### src/rtl/wb_burst_prefetch.sv
// Wishbone B3 burst read master that prefetches a run of words into a local FWFT FIFO.
// Bursts are sized to stay inside a BURST-aligned window and to fit the free FIFO space.
module wb_burst_prefetch #(
    parameter int unsigned ADDRESS   = 23,
    parameter int unsigned BURST     = 16,
    parameter int unsigned FIFO_LOG2 = 5,
    parameter int unsigned COUNT     = 16
) (
    input  logic                 wb_clk_i,
    input  logic                 wb_rst_i,
    input  logic                 start_i,
    input  logic [ADDRESS-1:0]   base_i,
    input  logic [COUNT-1:0]     words_i,
    output logic                 busy_o,
    output logic                 done_o,
    output logic                 err_o,
    output logic                 wb_cyc_o,
    output logic                 wb_stb_o,
    output logic                 wb_we_o,
    output logic [2:0]           wb_cti_o,
    output logic [1:0]           wb_bte_o,
    output logic [ADDRESS-1:0]   wb_adr_o,
    output logic [3:0]           wb_sel_o,
    input  logic                 wb_ack_i,
    input  logic                 wb_rty_i,
    input  logic                 wb_err_i,
    input  logic [31:0]          wb_dat_i,
    input  logic                 rd_i,
    output logic [31:0]          dat_o,
    output logic                 empty_o,
    output logic [FIFO_LOG2:0]   level_o
);

    localparam int unsigned BW    = $clog2(BURST);
    localparam int unsigned LW    = BW + 1;
    localparam int unsigned LVW   = FIFO_LOG2 + 1;
    localparam int unsigned DEPTH = 1 << FIFO_LOG2;

    localparam logic [2:0] CTI_CLASSIC = 3'b000;
    localparam logic [2:0] CTI_INCR    = 3'b010;
    localparam logic [2:0] CTI_END     = 3'b111;

    typedef enum logic [1:0] {S_IDLE, S_CHECK, S_BURST} state_t;

    state_t               state_q, state_d;
    logic [ADDRESS-1:0]   adr_q, adr_d;
    logic [COUNT-1:0]     rem_q, rem_d;
    logic [LW-1:0]        beats_q, beats_d;
    logic [2:0]           cti_q, cti_d;
    logic                 cyc_q, cyc_d;
    logic                 busy_q, busy_d;
    logic                 done_q, done_d;
    logic                 err_q, err_d;

    logic                 push, pop, fits;
    logic [LW-1:0]        room, len;
    logic [LVW-1:0]       level_q, free;
    logic [FIFO_LOG2-1:0] wr_ptr, rd_ptr;
    logic [31:0]          mem [DEPTH];

    // Burst length is capped by the distance to the next BURST boundary.
    assign room = LW'(BURST) - LW'(adr_q[BW-1:0]);
    assign len  = (COUNT'(room) > rem_q) ? LW'(rem_q) : room;
    assign free = LVW'(DEPTH) - level_q;
    assign fits = 32'(free) >= 32'(len);
    assign pop  = rd_i && (level_q != '0);

    always_comb begin
        state_d = state_q;
        adr_d   = adr_q;
        rem_d   = rem_q;
        beats_d = beats_q;
        cti_d   = cti_q;
        cyc_d   = cyc_q;
        busy_d  = busy_q;
        done_d  = 1'b0;
        err_d   = err_q;
        push    = 1'b0;
        case (state_q)
            S_IDLE: begin
                if (start_i) begin
                    err_d = 1'b0;
                    adr_d = base_i;
                    rem_d = words_i;
                    if (words_i == '0) begin
                        done_d = 1'b1;
                    end else begin
                        busy_d  = 1'b1;
                        state_d = S_CHECK;
                    end
                end
            end
            S_CHECK: begin
                if (rem_q == '0) begin
                    done_d  = 1'b1;
                    busy_d  = 1'b0;
                    state_d = S_IDLE;
                end else if (fits) begin
                    state_d = S_BURST;
                    cyc_d   = 1'b1;
                    beats_d = len;
                    cti_d   = (len == LW'(1)) ? CTI_CLASSIC : CTI_INCR;
                end
            end
            S_BURST: begin
                // The CHECK cycle after a retry is the one-cycle bus release.
                if (cyc_q && wb_err_i) begin
                    cyc_d   = 1'b0;
                    cti_d   = CTI_CLASSIC;
                    err_d   = 1'b1;
                    done_d  = 1'b1;
                    busy_d  = 1'b0;
                    state_d = S_IDLE;
                end else if (cyc_q && wb_rty_i) begin
                    cyc_d   = 1'b0;
                    cti_d   = CTI_CLASSIC;
                    state_d = S_CHECK;
                end else if (cyc_q && wb_ack_i) begin
                    push    = 1'b1;
                    adr_d   = adr_q + ADDRESS'(1);
                    rem_d   = rem_q - COUNT'(1);
                    beats_d = beats_q - LW'(1);
                    if (beats_q == LW'(1)) begin
                        cyc_d = 1'b0;
                        cti_d = CTI_CLASSIC;
                        if (rem_q == COUNT'(1)) begin
                            done_d  = 1'b1;
                            busy_d  = 1'b0;
                            state_d = S_IDLE;
                        end else begin
                            state_d = S_CHECK;
                        end
                    end else if (beats_q == LW'(2)) begin
                        cti_d = CTI_END;
                    end
                end
            end
            default: state_d = S_IDLE;
        endcase
    end

    always_ff @(posedge wb_clk_i) begin
        if (wb_rst_i) begin
            state_q <= S_IDLE;
            adr_q   <= '0;
            rem_q   <= '0;
            beats_q <= '0;
            cti_q   <= CTI_CLASSIC;
            cyc_q   <= 1'b0;
            busy_q  <= 1'b0;
            done_q  <= 1'b0;
            err_q   <= 1'b0;
        end else begin
            state_q <= state_d;
            adr_q   <= adr_d;
            rem_q   <= rem_d;
            beats_q <= beats_d;
            cti_q   <= cti_d;
            cyc_q   <= cyc_d;
            busy_q  <= busy_d;
            done_q  <= done_d;
            err_q   <= err_d;
        end
    end

    // FIFO storage; no overflow guard since bursts are admitted only into free space.
    always_ff @(posedge wb_clk_i) begin
        if (push) begin
            mem[wr_ptr] <= wb_dat_i;
        end
    end

    always_ff @(posedge wb_clk_i) begin
        if (wb_rst_i) begin
            wr_ptr  <= '0;
            rd_ptr  <= '0;
            level_q <= '0;
        end else begin
            if (push) begin
                wr_ptr <= wr_ptr + FIFO_LOG2'(1);
            end
            if (pop) begin
                rd_ptr <= rd_ptr + FIFO_LOG2'(1);
            end
            case ({push, pop})
                2'b10:   level_q <= level_q + LVW'(1);
                2'b01:   level_q <= level_q - LVW'(1);
                default: level_q <= level_q;
            endcase
        end
    end

    assign busy_o   = busy_q;
    assign done_o   = done_q;
    assign err_o    = err_q;
    assign wb_cyc_o = cyc_q;
    assign wb_stb_o = cyc_q;
    assign wb_we_o  = 1'b0;
    assign wb_cti_o = cti_q;
    assign wb_bte_o = 2'b00;
    assign wb_adr_o = adr_q;
    assign wb_sel_o = 4'b1111;
    assign dat_o    = mem[rd_ptr];
    assign empty_o  = (level_q == '0);
    assign level_o  = level_q;

endmodule

### config.mk
export PLATFORM = sky130hd
export DESIGN_NAME = wb_burst_prefetch
export DESIGN_NICKNAME = d
export VERILOG_FILES = /design/src/rtl/wb_burst_prefetch.sv
export SDC_FILE = /design/constraint.sdc
export NUM_CORES = 1
export LEC_CHECK = 0
export ABC_AREA = 0
export CORE_MARGIN = 4
export CORE_UTILIZATION = 30
export DETAILED_ROUTE_END_ITERATION = 7
export GPL_ROUTABILITY_DRIVEN = 0
export PLACE_DENSITY = 0.45
export SLEW_MARGIN = 10
export SYNTH_ARGS = -nofsm -noshare
export SYNTH_HDL_FRONTEND = slang
export SYNTH_SLANG_ARGS = --single-unit
export TNS_END_PERCENT = 1
### constraint.sdc
create_clock -name wb_clk_i -period 15.6 [get_ports wb_clk_i]
set_clock_uncertainty 0.1 [all_clocks]
set_input_delay 2.34 -clock wb_clk_i [delete_from_list [all_inputs] [get_ports wb_clk_i]]
set_output_delay 2.34 -clock wb_clk_i [all_outputs]
set_load 0.1 [all_outputs]
==> key figures, run 1 <==
Status
  – Status: finished clean

CTS
  – Post_cts resized: 0
  – Root Driver: clkbuf_16
  – CTS tree: built
  – CTS buffer count: around 120
  – Number of setup buffers added after CTS: 0
  – Hold buffer count at CTS: 0
  – H-tree depth: 3
  – Sink Count: roughly 1100
  – Reg clk slew, reported paths: 0.06 ns
  – Max Buffers Root-to-Sink: 3
  – Clk Latency, worst-skew pair: 0.72 ns

Timing
  – Setup TNS: 0 ns
  – Final count of negative-setup-slack endpoints: 0
  – Max Clock Freq: 124 MHz
  – Hold slack: roughly 0.40 ns
  – Fin. Hold Viols: 0
  – Tmin final: roughly 8.0 ns
  – Count of pins over their slew limit: 0
  – Slew HR: 0.196
  – Period Utilization, post-route: 0.515
  – RSZ-0062 raised after global routing: no
  – Worst-Margin Slew: around 1.2 ns

Drt
  – Drc violations: 0
  – Routed WL: between 100000 and 150000 um
  – Initial drt markers: between 1500 and 2000
  – Post-DRT Antenna Nets: 0
  – WL/cell: around 27 um
  – Pre-antenna DRT Iters: 7
  – Via count: between 20000 and 25000
  – Via/cell ratio: slightly above 5

Run
  – Max_cap viols: 0

Yosys
  – YS warnings: 0
  – Synth Instances: 2128
  – Mapped Area: around 44000 um2
  – Seq/Total Area, Yosys: 0.738
  – Synth cell types: 71
  – Post-synthesis register bit count: between 1000 and 1500
  – Post-synth EDFFs: around 1000
  – Asr flop ratio synth: 0
  – Syn Area/Cell: around 21 um2
  – Ys flop type: edfxtp_1

Power
  – Pwr Density: between 100 and 150 nW/um2
  – IR drop worst, VDD: between 0.1 and 0.15 mV
  – Pleak: around 15 nW

Placement
  – Placed cells: between 4000 and 5000
  – Port buffer count: 147
  – Area after DPL: approximately 48000 um2
  – Post-DP HPWL: approximately 59000 um

Critical path
  – Worst endpoint required time: roughly 13 ns
  – Reg-to-Reg Start: wb_adr_o[0]$_SDFFE_PP0P_
  – Crit-path cells: buf_12 -> buf_4 -> mux4_2 -> mux4_2 -> mux2_2 -> clkdlybuf4s50_1
  – CP max FO: 93
  – Worst path slowest cell: clkdlybuf4s50_1
  – Reg2Reg Setup Slack: 10.68 ns
  – CP startpoint kind: register
  – Critical path endpoint: dat_o[25]
  – Max stage delay on crit path: 0.97 ns
  – CP arrival: ~5.6 ns
  – Reg-to-reg critical path endpoint: beats_q[0]$_SDFFE_PP0P_
  – FF-to-FF path depth: 15
  – CP most frequent cell: mux4_2
  – Worst Setup Path Type: register to primary output
  – CP Capture Type: primary output

Floorplan
  – Site Rows: 139
  – Die area: about 150000 um2
  – Die Wd: 389 um
  – Core box area: roughly 140000 um2
  – Ports: 155
  – Die Height: between 300 and 400 um
  – Initial core utilization: 0.303

Finish
  – Layout cells sized above 1: 0.256
  – # fillers: ~13000
  – Nets: 2441
  – Commonest non-fill, non-tap cell in the layout: edfxtp_1
  – Flip-flop and latch area: 32200 um2
  – Area growth from synthesis to layout: 18.1%
  – Util after Layout: 0.358
  – Multi-input logic area: between 10000 and 15000 um2
  – Post-route cell area: approximately 50000 um2
  – Most frequent cells in the layout: edfxtp_1 (1024), mux4_2 (320), clkdlybuf4s50_1 (146)
  – Layout Cells excl Fill: 4335

Global route
  – Vias in the first global route: 23200
  – Tot GR Track Use: 0.156
  – First-pass GRT wire length: roughly 170000 um
  – Initial antenna violation count: 4
  – Largest net degree at the start of global routing: 94
  – Grt total ovfl: 0

Worst hold path
  – Worst Hold Class: register to register
==> per-layer routing <==
layer / wire length (um) / global-route usage / vias up
met5: 0 / 0 / -
met4: 2520 / 0.0369 / 0
met3: 5770 / 0.0297 / 157
met2: 58300 / 0.260 / 581
met1: 52100 / 0.213 / 11900
li1: - / - / 9278
==> stage by stage <==
step	power, W	setup slack (ns)
2_1_floorplan	0.00408	8.99
3_3_place_gp	0.00433	8.14
3_5_place_dp	0.00435	8.12
4_1_cts	0.00716	7.28
5_1_grt	0.00738	7.08
6_report	0.00708	7.57
==> cell families (layout without fill, tap and decap cells) <==
family                   Yosys count  in the layout  synth area share
flip-flops                      1097           1097             0.738
multiplexers                     364            364             0.176
AND/OR/NAND/NOR                  289            289            0.0315
AO/OA/AOI/OAI                    177            177            0.0271
buffers and inverters            150            447            0.0144
adder cells (fa/ha/maj)           33             33           0.00963
XOR/XNOR                          16             16           0.00321
other                              2              9          0.000172
==> power breakdown <==
part	leakage (nW)	switching, W	internal (W)
Clock	1.89	0.00116	0.00164
Sequential	9.80	0.0000843	0.00327
Combinational	3.67	0.000649	0.000281
Total	15.4	0.00189	0.00519
==> worst max-delay path, delay by kind of cell (launching register included) <==
| kind | cells | cell delay [ns] |
|---|---|---|
| buffers and inverters | 3 | 2.54 |
| multiplexers | 3 | 1.44 |
| flip-flops | 1 | 0.70 |
==> Yosys cell counts (all sizes together) (6+ instances only) <==
cell    number  area share
inv         28      0.0024
nand4       12      0.0017
nor2b        6     0.00086
ha          32      0.0092
dfxtp       73       0.033
mux2        32      0.0083
nand2       72      0.0062
clkbuf      78      0.0067
nand3       24      0.0030
a21oi       43      0.0049
o21ai       33      0.0038
mux4       320        0.17
mux2i       12      0.0028
nor2       102      0.0088
nand2b       9      0.0013
buf         43      0.0052
nor3b        6      0.0010
nor3        26      0.0030
o22ai       17      0.0024
nor4         9      0.0018
xor2         7      0.0014
a31oi        6     0.00086
a211oi      24      0.0044
xnor2        9      0.0018
edfxtp    1024        0.70
==> layout make-up <==
class / count / area share
clock inverters: 79 / 0.0153
well taps: 1903 / 0.0462
clock buffers: 141 / 0.0598
flip-flops and latches: 1097 / 0.625
repair buffers: 198 / 0.0361
diodes: 2 / 0.0000971
multi-input cells: 886 / 0.215
inverters: 29 / 0.00211
==> registers in the layout, summed over array words and instances (netlist names), 2 cells and up, named ones only <==
register,cells
wb_adr_o,23
mem,1024
level_o,6
rd_ptr,5
wb_cti_o,2
beats_q,5
wr_ptr,5
rem_q,16
state_q,2
==> worst min-delay path by stage <==
stage | startpoint | end | slack, ns | cells after the start
2_1_floorplan | rd_ptr[4]$_SDFFE_PP0P_ | register | 0.38 | 2
3_3_place_gp | wb_cti_o[1]$_SDFFE_PP0P_ | wb_cti_o[1]$_SDFFE_PP0P_ | 0.37 | 2
3_5_place_dp | wb_cti_o[1]$_SDFFE_PP0P_ | wb_cti_o[1]$_SDFFE_PP0P_ | 0.37 | 2
4_1_cts | wb_cti_o[1]$_SDFFE_PP0P_ | wb_cti_o[1]$_SDFFE_PP0P_ | 0.39 | 2
5_1_grt | wb_cti_o[1]$_SDFFE_PP0P_ | wb_cti_o[1]$_SDFFE_PP0P_ | 0.43 | 2
6_report | wb_cti_o[1]$_SDFFE_PP0P_ | wb_cti_o[1]$_SDFFE_PP0P_ | 0.40 | 2
No activity file was read; power rests on OpenSTA's default activity.
==> run 2: changes to the inputs <==
PLACE_DENSITY = 0.47   (was 0.45)
clock period = 7.36 ns   (was 15.6 ns; I/O delays follow)
==> run 2 against run 1 <==
Non-clock buffer count rose by 11. Final cell count hardly changed. Sequential cell count is the same. Register-to-register slack worse by 8.3 ns. Highest routed layer is now met5.
==> key figures, run 2 (synthesized netlist as in run 1, its figures left out) <==
Critical path
  – CP Capture Type: primary output
  – Max stage delay on crit path: around 0.99 ns
  – Reg-to-Reg Start: wb_adr_o[0]$_SDFFE_PP0P_
  – CP arrival: ~4.6 ns
  – Crit-path cells: buf_4 -> buf_12 -> mux4_2 -> mux4_2 -> mux2_2 -> clkdlybuf4s50_1
  – CP startpoint kind: register
  – Worst path slowest cell: clkdlybuf4s50_1
  – CP most frequent cell: mux4_2
  – Worst endpoint required time: 6.16 ns
  – Worst Setup Path Type: register to primary output
  – CP max FO: ~50

Worst hold path
  – Hold path start: wb_cti_o[1]$_SDFFE_PP0P_
  – Worst Hold Class: register to register

CTS
  – Post_cts resized: 0
  – Max Buffers Root-to-Sink: 3
  – Sink Count: around 1100
  – Hold buffer count at CTS: 0
  – Reg clk slew, reported paths: 0.05 ns
  – Root Driver: clkbuf_16
  – H-tree depth: 3
  – Number of setup buffers added after CTS: 0
  – CTS tree: built
  – CTS buffer count: between 100 and 150
  – Clk Latency, worst-skew pair: slightly below 0.7 ns

Finish
  – Most frequent cells in the layout: edfxtp_1 (1024), mux4_2 (320), clkdlybuf4s50_1 (142)
  – Commonest non-fill, non-tap cell in the layout: edfxtp_1
  – Most flops, register: mem
  – Util after Layout: 0.358
  – Nets: approximately 2500
  – Layout cells sized above 1: 0.262
  – Area growth from synthesis to layout: 18.0%
  – Number of flip-flops in the largest register: a little over 1000

Timing
  – Count of pins over their slew limit: 0
  – Hold slack: ~0.38 ns
  – Fin. Hold Viols: 0
  – Final count of negative-setup-slack endpoints: 0
  – Slew HR: 0.172
  – Worst-Margin Slew: approximately 1.2 ns
  – RSZ-0062 raised after global routing: no
  – Setup TNS: 0 ns
  – Tmin final: around 5.8 ns
  – Period Utilization, post-route: 0.786
  – Max Clock Freq: between 150 and 200 MHz

Drt
  – Pre-antenna DRT Iters: 5
  – Drc violations: 0
  – Post-DRT Antenna Nets: 0
  – Via/cell ratio: slightly above 5
  – WL/cell: 26.8 um
  – Initial drt markers: between 1500 and 2000
  – Via count: roughly 22000
  – Routed WL: 116000 um

Global route
  – Largest net degree at the start of global routing: between 100 and 150
  – Grt total ovfl: 0
  – Vias in the first global route: between 20000 and 25000
  – First-pass GRT wire length: ~170000 um
  – Initial antenna violation count: 6
  – Tot GR Track Use: 0.152

Power
  – Pwr Density: slightly below 300 nW/um2
  – IR drop worst, VDD: ~0.29 mV
  – Pleak: ~15 nW
  – Overall Power: 0.0149 W

Floorplan
  – Core box area: about 140000 um2
  – Die area: about 150000 um2
  – Site Rows: about 140
  – Die Wd: 389 um
  – Ports: around 160
  – Die Height: between 300 and 400 um
  – Initial core utilization: 0.303

Status
  – Status: finished clean

Placement
  – Port buffer count: 147
  – Post-DP HPWL: 66000 um

Run
  – Max_cap viols: 0
[run 2: cell count changes in the layout (fill, tap and decap cells not counted), sizes merged]
cell	previous run	this run
clkbuf	141	132
buf	52	67
clkinv	59	62
bufinv	14	12
inv	32	30
clkdlybuf4s50	146	142
[run 2: path summary, 6_finish.rpt]
check,endpoint,slack (ns),cells after the start
worst max-delay path,dat_o[31],1.57,6
worst min-delay path,wb_cti_o[1]$_SDFFE_PP0P_,0.38,2
worst max register to register,beats_q[0]$_SDFFE_PP0P_,2.43,14
worst min register to register,wb_cti_o[1]$_SDFFE_PP0P_,0.38,2
[run 2: cell type report]
type	count	area (um2)
diodes	2	5.00
well taps	1903	2380
multi-input cells	886	11100
repair buffers	209	1990
flip-flops and latches	1097	32200
inverters	29	109
clock buffers	132	2980
clock inverters	78	746
fillers	13300	92500
[run 2: through the flow]
step                worst slack [ns]  area, um2  instances
floorplan                       1.99      43700       2133
global placement                1.96      47800       4124
detailed placement              1.94      47800       4124
CTS                             1.41      51500       4334
global route                    1.33      51500       4335
finish                          1.57      51500       4336
[run 2: critical path: cells and delay by family (launching register included)]
kind,cells,cell delay (ns)
multiplexers,3,1.41
buffers and inverters,3,1.78
flip-flops,1,0.65
[run 2: where the power goes]
part | total, W | leakage [nW] | switching, W | internal [W]
clock network | 0.00576 | 1.83 | 0.00245 | 0.00332
registers | 0.00711 | 9.80 | 0.000175 | 0.00694
logic | 0.00199 | 3.74 | 0.00140 | 0.000594
[run 2: per-layer routing]
metal,vias up,track usage,wire length [um]
met1,11800,0.211,51200
met5,-,0,18
met3,148,0.0260,6160
met2,682,0.247,56400
met4,2,0.0403,2370
li1,9281,-,-
==> run 3: changes to the inputs <==
PLACE_DENSITY = 0.45   (was 0.47)
clock period = 5.7 ns   (was 7.36 ns; I/O delays follow)
==> run 3 against run 2 <==
Wire length rose by 1.3%. Register-to-register slack got worse by 1.6 ns. Non-clock buffer count rose by 13. Die area did not move. Count of clock-buffer cells in the layout rose by 17. First-iteration DRC count fell by 3.4%. Clock power rose by 40%. Core utilization rose by 0.45 points. Sequential power rose by 29%. Via count rose by 0.37%. Highest routed layer unchanged.
==> key figures, run 3 (synthesized netlist as in run 1, its figures left out) <==
Timing
  – Worst-Margin Slew: approximately 1.2 ns
  – Final count of negative-setup-slack endpoints: 0
  – Tmin final: between 5 and 6 ns
  – Slew HR: 0.223
  – RSZ-0062 raised after global routing: no
  – Setup TNS: 0 ns
  – Max Clock Freq: slightly below 200 MHz
  – Period Utilization, post-route: 0.906
  – Count of pins over their slew limit: 0
  – Fin. Hold Viols: 0

Critical path
  – Reg-to-reg critical path endpoint: beats_q[0]$_SDFFE_PP0P_
  – Reg-to-Reg Start: wb_adr_o[0]$_SDFFE_PP0P_
  – CP startpoint kind: register
  – Max stage delay on crit path: about 0.75 ns
  – CP max FO: 81
  – Worst path slowest cell: dfxtp_4
  – Crit-path cells: buf_4 -> buf_12 -> mux4_2 -> mux4_2 -> mux2_2 -> buf_4
  – Reg2Reg Setup Slack: 0.84 ns
  – Cell family with most CP delay: multiplexers
  – Worst endpoint required time: 4.74 ns
  – Worst Setup Path Type: register to primary output
  – FF-to-FF path depth: 15
  – CP Capture Type: primary output
  – Bufs and invs on worst path: 3
  – CP arrival: around 4.2 ns

Floorplan
  – Site Rows: roughly 140
  – Core box area: approximately 140000 um2
  – Die Wd: 389 um
  – Ports: 155
  – Initial core utilization: 0.303
  – Die Height: 389 um
  – Die area: roughly 150000 um2

CTS
  – Max Buffers Root-to-Sink: 3
  – Sink Count: 1097
  – Number of setup buffers added after CTS: 0
  – Reg clk slew, reported paths: ~0.060 ns
  – Post_cts resized: 0
  – H-tree depth: 3
  – Root Driver: clkbuf_16
  – Hold buffer count at CTS: 0
  – Clk Latency, worst-skew pair: 0.71 ns
  – CTS tree: built
  – CTS buffer count: approximately 120

Global route
  – Initial antenna violation count: 5
  – Grt total ovfl: 0
  – Largest net degree at the start of global routing: a little under 100
  – First-pass GRT wire length: about 170000 um
  – Tot GR Track Use: 0.154
  – Vias in the first global route: approximately 23000

Finish
  – Layout Cells excl Fill: 4368
  – Multi-input logic area: around 11000 um2
  – Number of flip-flops in the largest register: approximately 1000
  – Commonest non-fill, non-tap cell in the layout: edfxtp_1
  – Area growth from synthesis to layout: 19.5%
  – # fillers: roughly 13000
  – Layout cells sized above 1: 0.280
  – Nets: 2468
  – Most flops, register: mem
  – Most frequent cells in the layout: edfxtp_1 (1024), mux4_2 (320), clkbuf_16 (124)
  – Flip-flop and latch area: roughly 32000 um2

Power
  – Pleak: 15.7 nW
  – IR drop worst, VDD: between 0.3 and 0.4 mV
  – Pwr Density: 380 nW/um2
  – Overall Power: about 0.020 W

Worst hold path
  – Hold path start: wb_cti_o[1]$_SDFFE_PP0P_
  – Hold Crit Endpoint: wb_cti_o[1]$_SDFFE_PP0P_
  – Worst Hold Class: register to register
  – Hold Path Cell Cnt: 2

Drt
  – Drc violations: 0
  – Routed WL: roughly 120000 um
  – Post-DRT Antenna Nets: 0
  – Via count: about 22000
  – Initial drt markers: around 1900
  – WL/cell: between 20 and 30 um
  – Pre-antenna DRT Iters: 5
  – Via/cell ratio: 5.05

Placement
  – Port buffer count: approximately 150
  – Placed cells: approximately 4100
  – Post-DP HPWL: 63700 um

Run
  – Max_cap viols: 0

Status
  – Status: finished clean
==> run 3: how the worst max path moves through the flow <==
stage	start	endpoint	slack, ns	cells past startpoint
floorplan	wb_cyc_o$_SDFFE_PP0P_	mem[11][0]$_DFFE_PP_	0.37	6
global placement	wb_adr_o[0]$_SDFFE_PP0P_	beats_q[0]$_SDFFE_PP0P_	1.07	15
detailed placement	wb_adr_o[0]$_SDFFE_PP0P_	beats_q[0]$_SDFFE_PP0P_	0.85	15
CTS	register	dat_o[30]	0.36	6
global route	register	dat_o[25]	0.25	6
finish	register	dat_o[25]	0.53	6
==> run 3: worst register-to-register path, stage by stage (launching register included) <==
cell	delay, ns
dfxtp_1	0.47
inv_1	0.16
ha_1	0.25
nor3b_1	0.16
ha_1	0.33
o211a_1	0.15
o21ai_0	0.15
a211oi_4	0.45
mux2i_1	0.37
ha_1	0.30
a211oi_1	0.24
o21ai_0	0.18
a2111oi_1	0.65
o21ai_0	0.31
o21ai_0	0.27
a221oi_1	0.16
==> run 3: where the power goes <==
group	total [W]	switching, W	internal (W)
logic	0.00256	0.00179	0.000771
registers	0.00919	0.000231	0.00896
clock network	0.00807	0.00327	0.00480
==> run 3: area by class of cell <==
cell class	count	area share
Sequential cell	1097	0.618
Multi-Input combinational cell	886	0.212
Clock buffer	149	0.0621
Tap cell	1903	0.0456
Timing Repair Buffer	222	0.0422
Clock inverter	79	0.0175
Inverter	29	0.00209
Antenna cell	3	0.000144
==> run 3: metal layers <==
layer | global-route usage | part of all wire | vias to the layer above
li1 | - | - | 9354
met1 | 0.213 | 0.44 | 12000
met2 | 0.255 | 0.49 | 559
met3 | 0.0247 | 0.047 | 158
met4 | 0.0408 | 0.019 | 2
met5 | 0 | 0.00011 | -
==> run 3: per-stage QoR <==
step | utilization | cell area [um2] | setup WS (ns) | hold slack [ns]
finish | 0.362 | 52200 | 0.535 | 0.389
global route | 0.362 | 52200 | 0.249 | 0.418
CTS | 0.362 | 52200 | 0.359 | 0.402
detailed placement | 0.333 | 48000 | 0.848 | 0.381
global placement | 0.333 | 48000 | 1.07 | 0.375
floorplan | - | 43700 | 0.375 | 0.385
